## config.mk

```make
export PLATFORM = sky130hd
export DESIGN_NAME = md_issue_ctrl
export DESIGN_NICKNAME = d
export VERILOG_FILES = /design/src/rtl/md_issue_ctrl.sv
export SDC_FILE = /design/constraint.sdc
export NUM_CORES = 1
export LEC_CHECK = 0
export BUFFER_PORTS_ARGS = -buffer_cell sky130_fd_sc_hd__buf_2
export CORE_UTILIZATION = 39
export DETAILED_ROUTE_END_ITERATION = 12
export PLACE_DENSITY = 0.61
export SLEW_MARGIN = 20
export SYNTH_ARGS = -nofsm -noshare
export SYNTH_HDL_FRONTEND = slang
export SYNTH_SLANG_ARGS = --single-unit
```

## constraint.sdc

```tcl
create_clock -name clk -period 2.9 [get_ports clk]
set_clock_uncertainty 0.2 [all_clocks]
set_input_delay 0.29 -clock clk [delete_from_list [all_inputs] [get_ports clk]]
set_output_delay 0.29 -clock clk [all_outputs]
set_load 0.05 [all_outputs]
```

## src/rtl/md_issue_ctrl.sv

```systemverilog
// D->E issue/stall controller for the HILO multiply/divide unit.
// A shadow countdown mirrors the unit's busy window, so md-class ops in D wait until HILO is free.
module md_issue_ctrl #(
    parameter int unsigned MULT_CYC = 5,
    parameter int unsigned DIV_CYC  = 10,
    parameter int unsigned TYPE_W   = 4
) (
    input  logic              clk,
    input  logic              reset,
    input  logic              req,
    input  logic              D_valid,
    input  logic [TYPE_W-1:0] D_md_op,
    output logic [TYPE_W-1:0] E_Type,
    output logic              md_busy,
    output logic              stall_D,
    output logic [31:0]       stall_cnt
);

    localparam int unsigned MaxLat = (DIV_CYC > MULT_CYC) ? DIV_CYC : MULT_CYC;
    localparam int unsigned CntRaw = $clog2(MaxLat + 2);
    localparam int unsigned CntW   = (CntRaw < 5) ? 5 : CntRaw;

    logic [TYPE_W-1:0] e_type_q, e_type_d;
    logic [CntW-1:0]   cnt_q, cnt_d;
    logic [31:0]       stall_cnt_q, stall_cnt_d;
    logic              busy;
    logic              d_md;
    logic              e_unstarted;

    function automatic logic is_start(input logic [TYPE_W-1:0] op);
        return (op >= TYPE_W'(1)) && (op <= TYPE_W'(4));
    endfunction

    function automatic logic is_md(input logic [TYPE_W-1:0] op);
        return (op >= TYPE_W'(1)) && (op <= TYPE_W'(8));
    endfunction

    // Value cnt takes on the cycle the op sits in E (HILO start cycle).
    function automatic logic [CntW-1:0] start_val(input logic [TYPE_W-1:0] op);
        if ((op == TYPE_W'(1)) || (op == TYPE_W'(2))) begin
            return CntW'(MULT_CYC + 1);
        end
        return CntW'(DIV_CYC + 1);
    endfunction

    always_comb begin
        busy        = (cnt_q != '0);
        d_md        = D_valid & is_md(D_md_op);
        stall_D     = d_md & busy & ~req;
        e_unstarted = is_start(e_type_q) & (cnt_q == start_val(e_type_q));
    end

    always_comb begin
        e_type_d = '0;
        if (req) begin
            e_type_d = '0;
        end else if (stall_D) begin
            e_type_d = '0;
        end else if (D_valid) begin
            e_type_d = D_md_op;
        end
    end

    always_comb begin
        cnt_d = cnt_q;
        if (req && e_unstarted) begin
            // Op flushed before HILO ever started it.
            cnt_d = '0;
        end else if (req) begin
            cnt_d = cnt_q;
        end else if (busy) begin
            cnt_d = cnt_q - CntW'(1);
        end else if (D_valid && is_start(D_md_op)) begin
            cnt_d = start_val(D_md_op);
        end
    end

    always_comb begin
        stall_cnt_d = stall_cnt_q;
        if (stall_D && (stall_cnt_q != 32'hFFFF_FFFF)) begin
            stall_cnt_d = stall_cnt_q + 32'd1;
        end
    end

    always_ff @(posedge clk) begin
        if (!reset) begin
            e_type_q    <= '0;
            cnt_q       <= '0;
            stall_cnt_q <= '0;
        end else begin
            e_type_q    <= e_type_d;
            cnt_q       <= cnt_d;
            stall_cnt_q <= stall_cnt_d;
        end
    end

    assign E_Type    = e_type_q;
    assign md_busy   = busy;
    assign stall_cnt = stall_cnt_q;

endmodule

```

### Yosys cells after proc, flatten, opt, wreduce, memory -nomap -nowiden

Cells that the tools add are included.

| storage, ports and cells | value |
|---|---|
| bits in latches | 0 |
| register bits | 41 |
| memory bits (writable) | 0 |
| word-level logic and storage cells | 48 |
| ROM bits | 0 |
| memories kept | 0 |

| operators by class | value |
|---|---|
| muxes and demuxes | 12 |
| equality and inequality tests | 6 |
| order comparisons | 5 |
| shifts and indexed selects | 0 |
| multiply operators | 0 |
| bitwise gates (word level) | 7 |
| divide/modulo/power cells | 0 |
| $add $sub $neg | 2 |
| reductions and logical operators | 13 |

Operators by type and width:

| kind | number |
|---|---|
| adder 32 x 1 -> 32 bit (second input constant) | 1 |
| != test 32 bit (second input constant) | 1 |
| 2-to-1 mux 5 bit | 6 |
| equality test 4 x 1 -> 1 bit (second input constant) | 2 |
| equality test 4 x 2 -> 1 bit (second input constant) | 2 |
| greater-or-equal comparator 4 x 1 -> 1 bit (second input constant) | 2 |
| <= comparator 4 x 3 -> 1 bit (second input constant) | 2 |
| logical AND 1 bit | 6 |
| 2-to-1 mux 1 bit | 6 |
| equality test 5 bit | 1 |
| nonzero test 5 bit | 1 |
| subtractor 5 x 1 -> 5 bit (second input constant) | 1 |
| AND 1 bit | 4 |
| <= comparator 4 bit (second input constant) | 1 |
| OR reduction 4 bit | 1 |
| inverter 1 bit | 3 |
| logical OR 1 bit | 2 |
| AND reduction 2 bit | 1 |
| nonzero test 2 bit | 1 |
| OR reduction 2 bit | 1 |

### Logic depth before layout (Yosys ltp)

Gate-level depths: netlist (run 1).

| depth | value |
|---|---|
| word-level depth | 11 |
| gate-level depth with buffers | 10 |
| mapped depth without buffers | 8 |

### Worst setup path before layout (run 1)

OpenSTA, ideal clock, no wires.

| timing path | value |
|---|---|
| kind | reg-to-reg |
| from | reg stall_cnt_q[0] (netlist: stall_cnt[0]) |
| to | reg stall_cnt_q[0] (netlist: stall_cnt[0]) |
| period minus slack after synthesis | 2.556 ns |
| stages on the path, launching flop included | 9 |
| buffers on the path | 2 |
| library setup time | 0.128 ns |
| slack | 0.344 ns |
| arrival time | 2.228 ns |
| cell sequence | dfxtp_1 ha_1 nand4_2 nor4_4 a31o_2 buf_4 buf_6 xor2_1 nor2_1 |

| between the ends | value |
|---|---|
| word-level cells in the longest chain between the ends | 2 |
| elaborated cells between the ends (all ways) | 3 |
| those cells by class | add/sub: 1; eq/ne: 1; reduce/logical: 1 |

Ends and longest elaborated chain:

| element | RTL line | source |
|---|---|---|
| start, declared | 25 | `logic [31:0] stall_cnt_q, stall_cnt_d;` |
| start signal, assigned | 93 | `stall_cnt_q <= stall_cnt_d;` |
| parallel branches: the longest is 2 deep, another holds adder 32 x 1 -> 32 bit | - |  |

Parallel ways; which one is timed is not known.
A chain may end at the register's enable or synchronous reset.

### Final worst setup path (run 1)

| timing path | value |
|---|---|
| from | reg cnt_q[0] |
| to | out stall_D |

| between the ends | value |
|---|---|
| word-level cells in the longest chain between the ends | 3 |

Ends and longest elaborated chain:

| element | RTL line | source |
|---|---|---|
| start, declared | 24 | `logic [CntW-1:0] cnt_q, cnt_d;` |
| start signal, assigned | 92 | `cnt_q <= cnt_d;` |
| nonzero test 5 bit | 47 | `busy = (cnt_q != '0);` |
| AND 1 bit (2 in a row) | 49 | `stall_D = d_md & busy & ~req;` |
| end, declared | 15 | `output logic stall_D,` |

Every way passes these cells.

==> impl_metrics.csv, run 1 <==
group,metric,value,unit
status,outcome,"finished, final reports clean",
critical_path,rrSetupSlack,0.41,ns
yosys,syn_inst,255,
place,post-place-ws,0.420,ns
sta,clock.fmax,400,MHz
yosys,synth_most_common_cell,"dfxtp_1",
yosys,synth_edf_count,0,
clocking,cts_tree,"built",
sta,slew_headroom,53.7,%
detailed_routing,first_pass_iters,4,
critical_path,critPathMaxStageDelay,0.59,ns
global_route,antenna_found_initial,0,
global_route,grt_pass1_vias,1807,
critical_path,r2r-end,"stall_cnt[7]",
yosys,synth_warnings,0,
detailed_routing,ant_nets,0,
finish,num-nets-final,311,
clocking,ctsLongestPathBuffers,2,
yosys,yosysTopAreaCell,"dfxtp_1",
worst_hold_path,min_delay_path_depth,2,
floorplan,rows,26,
pwr,power_density,608,mW/mm^2
critical_path,path_buf_inv,3,
sta,finalCritPeriodShare,86.3,%
clocking,cts.clk_slew.worst_paths,0.08,ns
detailed_routing,drc,0,
floorplan,die_x,76.7,um
critical_path,cp-start-kind,"register",
yosys,synthFlopType,"dfxtp_1",
sta,hold_viol,0,
critical_path,r2r_start,"cnt_q[0]",
finish,area_delta_synth_final,18.9,%
place,numPortBuffers,45,
pwr,total_power,1.57,mW
floorplan,core,0.00524,sq mm
yosys,ys_types,48,
detailed_routing,vias,2075,
sta,drv_slew,0,
sta,fin_ws,0.397,ns
critical_path,path_class,"register to primary output",
global_route,grt_usage,17.4,%
floorplan,die_h,76.7,um
worst_hold_path,min_to,"E_Type[2]",
place,place_congestion,0.868,
sta,setup_viol,0,
detailed_routing,wirelength,4850,um
yosys,async_flop_share,0,%
critical_path,crit_arrival,2.01,ns
yosys,ys_seq_area_share,37.8,%
finish,n_antenna_cell,0,
floorplan,ios,46,
pwr,vdd_ir_drop_max,0.434,mV
yosys,synthTopCellsByArea,"dfxtp_1 (38%), a21oi_1 (6.9%), o21ai_0 (5.1%), or3_1 (4.9%), or4_1 (3.5%)",
critical_path,cp.required,2.41,ns
clocking,cts_setup_buffers,0,
critical_path,r2r_cells,7,
clocking,clock_latency,0.30,ns
pwr,p_leak,0.979,nW
critical_path,crit_fanout,8,
yosys,synth_common_cells,"dfxtp_1 (41), a21oi_1 (30), o21ai_0 (22), nor2_1 (17), or3_1 (17)",
yosys,syn_nets,266,
floorplan,dieArea,0.00588,sq mm
worst_hold_path,hp-start,"D_md_op[2]",
sta,rsz0062_at_grt,"no",
detailed_routing,drtIter0Drc,97,
clocking,cts_resized,0,
floorplan,initial_core_util,41.5,%
clocking,cts_max_level,2,
critical_path,slowest_stage,"or4b_1",
global_route,grt_pass1_wl,8280,um
finish,drive_above_1_share,24.3,%
yosys,synth_area_per_cell,8.52,sq um
sta,tns,0,ns
clocking,cts_made_buffers,5,
worst_hold_path,hp-class,"input pin to register",
yosys,synthesis.area,0.00217,sq mm
critical_path,crit_family,"simple AND/OR/NAND/NOR gates",
detailed_routing,viasPerCell,5.59,
yosys,synth-seq-cells,41,
clocking,clkSinkCount,41,
detailed_routing,routedWlPerCell,13.1,um
sta,finalCriticalPeriod,2.50,ns
clocking,clockRootBuffer,"clkbuf_8",
run,cap_violations,0,
global_route,grt_overflow_total,0,
place,hpwl,3560,um
critical_path,path_cells,"inv_1, ha_1, or4b_1, nand4_2, inv_4, buf_2",
global_route,grt_max_degree,22,
critical_path,cp-end-kind,"primary output",
yosys,synth_top_area_share,37.8,%
clocking,holdBufCountCts,0,
sta,max_slew.worst_pin.slew,0.689,ns
sta,hold_slack,0.0700,ns
-- stage by stage --
stage	std cells	cell area (sq um)	utilization, %
after detailed placement	363	2450	46.7
final	371	2580	49.4
after global placement	363	2450	46.7
after global routing	371	2580	49.4
after CTS	371	2580	49.4
after floorplan	255	2170	-
-- cells in the final DEF, fill, tap and decap left out, types with 2 or more instances in the layout --
master     instances
nor2_1            17
bufinv_16          2
xnor2_1            2
a21oi_1           30
nand4_2            4
xor2_1             6
or4_1             10
o31ai_1            8
nand3_1           13
and4_1             2
or3_1             17
o2111ai_1          3
and2_1             5
o21ai_0           22
ha_1               3
a211oi_1           4
nor3_1             4
inv_1              9
nand4_1            6
nand2_1           14
clkbuf_8           5
and3_1             2
or2_2              3
dfxtp_1           41
buf_2             45
-- how the worst max path moves through the flow --
stage            startpoint      endpoint  slack [ns]  cells past startpoint
5_1_grt            cnt_q[0]  stall_cnt[7]        0.26                      7
2_1_floorplan  stall_cnt[0]  stall_cnt[0]        0.34                      8
3_5_place_dp       cnt_q[0]  stall_cnt[7]        0.42                      7
4_1_cts            cnt_q[0]       stall_D        0.38                      6
6_report           cnt_q[0]       stall_D        0.40                      6
3_3_place_gp       cnt_q[0]  stall_cnt[7]        0.50                      7
-- flip-flops by register name, summed over array words and instances, names as in the netlist --
register,count
E_Type,4
cnt_q,5
stall_cnt,32
-- area by class of cell --
cell class / instances / area (sq um)
multi-input combinational: 196 / 1270
fill: 532 / 2650
sequential: 41 / 821
clock buffer: 5 / 68.8
clock inverter: 3 / 68.8
tap: 70 / 87.6
timing repair buffer: 46 / 233
inverter: 10 / 40.0
-- cells by family after synthesis --
family	count (synthesis)	share of synthesized area (%)
xor gates and xnor gates	8	3.22
and+or+nand+nor	109	31.3
DFF	41	37.8
AOI/OAI and AO/OA	76	22.0
adders and majority gates	3	1.73
buffers and inverters	18	3.97
-- worst reg2reg max path: stages (launching register included) --
cell     delay [ns]
dfxtp_1        0.40
inv_1          0.10
ha_1           0.23
or4b_1         0.31
nand4_2        0.17
a31o_2         0.37
or4_1          0.50
a21oi_1        0.15
-- per-layer routing --
layer | track usage, % | share of wire, %
met5 | 0 | 0
met4 | 7.31 | 1.3
met3 | 3.81 | 4.5
met2 | 27.6 | 46
met1 | 22.8 | 49
-- where the power goes --
part	internal, mW	switching (mW)	total [mW]	leakage [nW]
sequential	0.595	0.0377	0.633	0.331
combinational	0.128	0.256	0.384	0.578
clock	0.347	0.209	0.556	0.0687
No activity file was read; power rests on OpenSTA's default activity.
==> run 2: changes to the inputs <==
--- a/config.mk
+++ b/config.mk
@@ -6,9 +6,11 @@
 export NUM_CORES = 1
 export LEC_CHECK = 0
 export BUFFER_PORTS_ARGS = -buffer_cell sky130_fd_sc_hd__buf_2
+export CAP_MARGIN = 20
 export CORE_UTILIZATION = 39
 export DETAILED_ROUTE_END_ITERATION = 12
-export PLACE_DENSITY = 0.61
+export PLACE_DENSITY_LB_ADDON = 0.15
+export REMOVE_ABC_BUFFERS = 1
 export SLEW_MARGIN = 20
 export SYNTH_ARGS = -nofsm -noshare
 export SYNTH_HDL_FRONTEND = slang
==> run 2 against run 1 <==
  * Cell count shrank 0.27%
  * Hold slack improved by 0.015 ns
  * Critical endpoint unchanged
  * Die area unchanged
==> impl_metrics.csv, run 2 (synthesized netlist as in run 1, its figures left out) <==
group,metric,value,unit
finish,fin_cells,370,
finish,final_common_cell,"buf_2",
clocking,cts_resized,0,
critical_path,cp-end-kind,"primary output",
pwr,swShare,34.8,%
finish,area_delta_synth_final,16.6,%
clocking,holdBufCountCts,0,
critical_path,cp-start-kind,"register",
pwr,p_sw,0.487,mW
global_route,grt_overflow_total,0,
floorplan,core,0.00524,sq mm
critical_path,critPathMaxStageDelay,0.60,ns
clocking,clkSinkCount,41,
critical_path,path_cells,"inv_1, ha_1, or4b_1, nand4_2, inv_4, buf_2",
clocking,cts_setup_buffers,0,
place,place_congestion,0.780,
floorplan,dieArea,0.00588,sq mm
finish,largest_reg_flops,32,
pwr,clock_power_share,27.4,%
sta,tns,0,ns
critical_path,path_class,"register to primary output",
pwr,vdd_ir_drop_max,0.543,mV
floorplan,rows,26,
detailed_routing,wirelength,4880,um
detailed_routing,viasPerCell,5.61,
sta,finalCriticalPeriod,2.51,ns
sta,clock.fmax,398,MHz
pwr,p_seq_share,45.3,%
detailed_routing,first_pass_iters,4,
floorplan,die_x,76.7,um
finish,n_antenna_cell,0,
detailed_routing,vias,2077,
sta,drv_slew,0,
clocking,clockRootBuffer,"clkbuf_8",
critical_path,crit_arrival,2.02,ns
pwr,power_density,552,mW/mm^2
global_route,grt_usage,17.0,%
pwr,p_int,0.912,mW
sta,finalCritPeriodShare,86.5,%
sta,hold_viol,0,
detailed_routing,ant_nets,0,
global_route,grt_pass1_wl,7940,um
sta,setup_viol,0,
place,dp.cells,363,
global_route,grt_pass1_vias,1706,
detailed_routing,drc,0,
clocking,cts.clk_slew.worst_paths,0.07,ns
worst_hold_path,hp-class,"input pin to register",
finish,num-nets-final,311,
critical_path,crit_fanout,8,
detailed_routing,routedWlPerCell,13.2,um
finish,drive_above_1_share,23.7,%
pwr,p_leak,0.954,nW
sta,max_slew.worst_pin.slew,0.658,ns
sta,slew_headroom,55.7,%
critical_path,slowest_stage,"or4b_1",
detailed_routing,drtIter0Drc,98,
run,cap_violations,0,
pwr,pwr-share-comb,27.3,%
clocking,cts_made_buffers,5,
sta,rsz0062_at_grt,"no",
global_route,antenna_found_initial,0,
clocking,clock_latency,0.29,ns
floorplan,initial_core_util,41.5,%
floorplan,ios,46,
status,outcome,"finished, final reports clean",
floorplan,die_h,76.7,um
clocking,cts_max_level,2,
finish,mostFrequentLayoutCells,"buf_2 (45), dfxtp_1 (41), a21oi_1 (30), o21ai_0 (22)",
place,hpwl,3560,um
place,numPortBuffers,45,
clocking,ctsLongestPathBuffers,2,
clocking,cts_tree,"built",
critical_path,cp.required,2.41,ns
global_route,grt_max_degree,23,
run 2: cell count changes in the layout (fill, tap and decap cells not counted), sizes merged:
cell and delta:
clkbuf +2, bufinv -2, inv -1
run 2: cell type report:
cell class / instances / area (sq um)
Clock buffer: 7 / 86.3
Fill cell: 534 / 2700
Inverter: 10 / 40.0
Multi-Input combinational cell: 196 / 1270
Sequential cell: 41 / 821
Tap cell: 70 / 87.6
Timing Repair Buffer: 46 / 233
run 2: final timing paths:
check | start | end | slack, ns | depth (start not counted)
hold reg to reg | stall_cnt[7] | stall_cnt[7] | 0.30 | 2
hold / removal | D_md_op[2] | E_Type[2] | 0.09 | 2
setup / recovery | cnt_q[0] | stall_D | 0.39 | 6
setup reg to reg | cnt_q[0] | stall_cnt[7] | 0.41 | 7
run 2: power groups by stage:
stage	sequential, mW	clock (mW)	combinational, mW
final	0.633	0.383	0.382
after global routing	0.639	0.419	0.422
after CTS	0.632	0.395	0.381
after detailed placement	0.645	0	0.380
after global placement	0.645	0	0.383
after floorplan	0.658	0	0.275
run 2: metal layers:
metal | GRT usage, % | up-vias | part of all wire (%) | wire length (um)
met2 | 25.8 | 42 | 44 | 2130
met4 | 8.08 | 0 | 1.8 | 89
met1 | 22.6 | 971 | 50 | 2460
met3 | 4.05 | 6 | 4.0 | 194
li1 | - | 1058 | - | -
met5 | 0 | - | 0 | 0
run 2: through the flow:
stage	utilization [%]	setup WS [ns]	cell area, sq um	power, mW	hold slack, ns
finish	48.4	0.390	2530	1.40	0.0851
global route	48.4	0.263	2530	1.48	0.101
CTS	48.4	0.394	2530	1.41	0.0676
detailed placement	46.7	0.436	2450	1.02	0.289
global placement	46.7	0.490	2450	1.03	0.288
floorplan	-	0.211	2130	0.933	0.212
run 2: worst max-delay path, delay by kind of cell, from the launching register on:
family | cells | cell delay (ns)
flops | 1 | 0.35
simple gates | 2 | 0.77
buf+inv | 3 | 0.42
fa+ha+maj | 1 | 0.19
==> run 3: changes to the inputs <==
--- a/config.mk
+++ b/config.mk
@@ -9,7 +9,9 @@
 export CAP_MARGIN = 20
 export CORE_UTILIZATION = 39
 export DETAILED_ROUTE_END_ITERATION = 12
-export PLACE_DENSITY_LB_ADDON = 0.15
+export GPL_TIMING_DRIVEN = 0
+export PLACE_DENSITY_LB_ADDON = 0.1
+export RECOVER_POWER = 50
 export REMOVE_ABC_BUFFERS = 1
 export SLEW_MARGIN = 20
 export SYNTH_ARGS = -nofsm -noshare
==> run 3 against run 2 <==
  * Die area did not move
  * Non-clock buffer count fell by 1
  * Utilization fell by 0.095 points
  * Count of clock-buffer cells in the layout fell by 2
  * Clock power rose by 43%
  * Combinational power fell by 2%
  * Register-to-register slack got worse by 0.097 ns
  * Via count rose by 0.72%
  * Routed wire length rose by 0.23%
  * Critical path type is now register to register
==> impl_metrics.csv, run 3 (synthesized netlist as in run 1, its figures left out) <==
group,metric,value,unit
global_route,grt_max_degree,31,
clocking,cts.clk_slew.worst_paths,0.08,ns
pwr,p_sw,0.497,mW
place,place_congestion,0.848,
critical_path,startpoint,"cnt_q[0]",
floorplan,initial_core_util,41.5,%
worst_hold_path,min_delay_path_depth,2,
clocking,cts_setup_buffers,0,
critical_path,cp-end-kind,"register",
detailed_routing,drtIter0Drc,135,
clocking,clock_latency,0.30,ns
floorplan,die_x,76.7,um
sta,max_slew.worst_pin.slew,0.974,ns
critical_path,r2r_cells,7,
detailed_routing,wirelength,4890,um
finish,n_antenna_cell,0,
detailed_routing,first_pass_iters,4,
pwr,power_density,616,mW/mm^2
pwr,p_leak,0.813,nW
worst_hold_path,min_to,"E_Type[2]",
critical_path,path_cells,"inv_1, ha_1, or4b_1, nand4_2, a31o_2, or4_1, a21oi_1",
clocking,cts_max_level,2,
worst_hold_path,hp-start,"D_md_op[2]",
pwr,p_int,1.06,mW
place,dp.cells,362,
sta,drv_slew,0,
place,numPortBuffers,45,
sta,hold_viol,0,
floorplan,rows,26,
detailed_routing,drc,0,
detailed_routing,ant_nets,0,
critical_path,cp-start-kind,"register",
clocking,clkSinkCount,41,
clocking,cts_tree,"built",
finish,mostFrequentLayoutCells,"dfxtp_1 (41), clkbuf_1 (36), a21oi_1 (30), o21ai_0 (22)",
clocking,cts_made_buffers,5,
finish,largest_reg_flops,32,
finish,fin_cells,370,
floorplan,ios,46,
sta,tns,0,ns
place,hpwl,3520,um
global_route,grt_usage,17.2,%
pwr,clock_power_share,35.2,%
sta,setup_viol,0,
sta,finalCritPeriodShare,89.2,%
finish,area_delta_synth_final,16.4,%
detailed_routing,routedWlPerCell,13.2,um
critical_path,slowest_stage,"or4_1",
critical_path,rrSetupSlack,0.31,ns
critical_path,critPathMaxStageDelay,0.49,ns
pwr,pwr-share-comb,24.0,%
clocking,ctsLongestPathBuffers,2,
status,outcome,"finished, final reports clean",
clocking,cts_resized,0,
floorplan,dieArea,0.00588,sq mm
sta,finalCriticalPeriod,2.59,ns
sta,rsz0062_at_grt,"no",
finish,num-nets-final,310,
clocking,clockRootBuffer,"clkbuf_8",
global_route,grt_pass1_wl,8220,um
global_route,grt_pass1_vias,1763,
finish,drive_above_1_share,12.0,%
worst_hold_path,hp-class,"input pin to register",
run,cap_violations,0,
critical_path,r2r-end,"stall_cnt[7]",
critical_path,crit_fanout,21,
global_route,grt_overflow_total,0,
critical_path,crit_arrival,2.61,ns
pwr,p_seq_share,40.7,%
clocking,holdBufCountCts,0,
pwr,swShare,31.9,%
critical_path,path_class,"register to register",
detailed_routing,viasPerCell,5.65,
floorplan,die_h,76.7,um
sta,clock.fmax,386,MHz
critical_path,r2r_start,"cnt_q[0]",
critical_path,cp.required,2.92,ns
floorplan,core,0.00524,sq mm
detailed_routing,vias,2092,
global_route,antenna_found_initial,0,
pwr,vdd_ir_drop_max,0.354,mV
sta,slew_headroom,35.0,%
finish,fill_cells,532,
finish,final_common_cell,"dfxtp_1",
pwr,total_power,1.56,mW
==> run 3: cell count changes in the layout (fill, tap and decap cells not counted) <==
cell and change:
bufinv_16 +2, buf_2 -36, clkbuf_8 -1, and2_0 +2, and2_1 -2, clkinv_2 +1, buf_4 -1, clkbuf_1 +35
==> run 3: worst max path at each step <==
| stage | end | slack, ns | cells after the start |
|---|---|---|---|
| after global routing | stall_cnt[7] | 0.15 | 7 |
| after global placement | stall_cnt[7] | 0.35 | 7 |
| after detailed placement | stall_cnt[7] | 0.35 | 7 |
| final | stall_cnt[7] | 0.31 | 7 |
| after floorplan | stall_cnt[21] | 0.21 | 8 |
| after CTS | stall_cnt[7] | 0.32 | 7 |
==> run 3: layout make-up <==
class / count / area, sq um / share of cell area (%)
multi-input combinational: 196 / 1270 / 50.1
sequential: 41 / 821 / 32.5
timing repair buffer: 45 / 180 / 7.13
tap: 70 / 87.6 / 3.46
clock buffer: 5 / 68.8 / 2.72
clock inverter: 3 / 65.1 / 2.57
inverter: 10 / 40.0 / 1.58
==> run 3: power by group through the flow <==
| stage | registers (mW) | logic (mW) | clock network, mW |
|---|---|---|---|
| 2_1_floorplan | 0.658 | 0.275 | 0 |
| 3_3_place_gp | 0.647 | 0.376 | 0 |
| 3_5_place_dp | 0.645 | 0.379 | 0 |
| 4_1_cts | 0.633 | 0.379 | 0.565 |
| 5_1_grt | 0.639 | 0.421 | 0.591 |
| 6_report | 0.635 | 0.374 | 0.549 |
==> run 3: stage by stage <==
step / setup WS [ns] / hold slack [ns] / util [%] / area [sq um]
2_1_floorplan: 0.211 / 0.212 / - / 2130
3_3_place_gp: 0.346 / 0.285 / 46.6 / 2440
3_5_place_dp: 0.350 / 0.287 / 46.6 / 2440
4_1_cts: 0.319 / 0.0569 / 49.1 / 2570
5_1_grt: 0.155 / 0.0716 / 48.3 / 2530
6_report: 0.313 / 0.0710 / 48.3 / 2530
==> run 3: worst max-delay path: cells and delay by family, from the launching register on <==
kind                     cells  cell delay (ns)
AND/OR/NAND/NOR              3             1.01
AO/OA/AOI/OAI                2             0.52
flip-flops                   1             0.42
adder cells (fa/ha/maj)      1             0.24
buffers and inverters        1             0.11
==> run 3: per-layer routing <==
| layer | GRT usage, % | share of wire (%) |
|---|---|---|
| met2 | 26.5 | 45 |
| met5 | 0 | 0 |
| met1 | 22.9 | 50 |
| met4 | 6.15 | 1.5 |
| met3 | 4.64 | 3.9 |
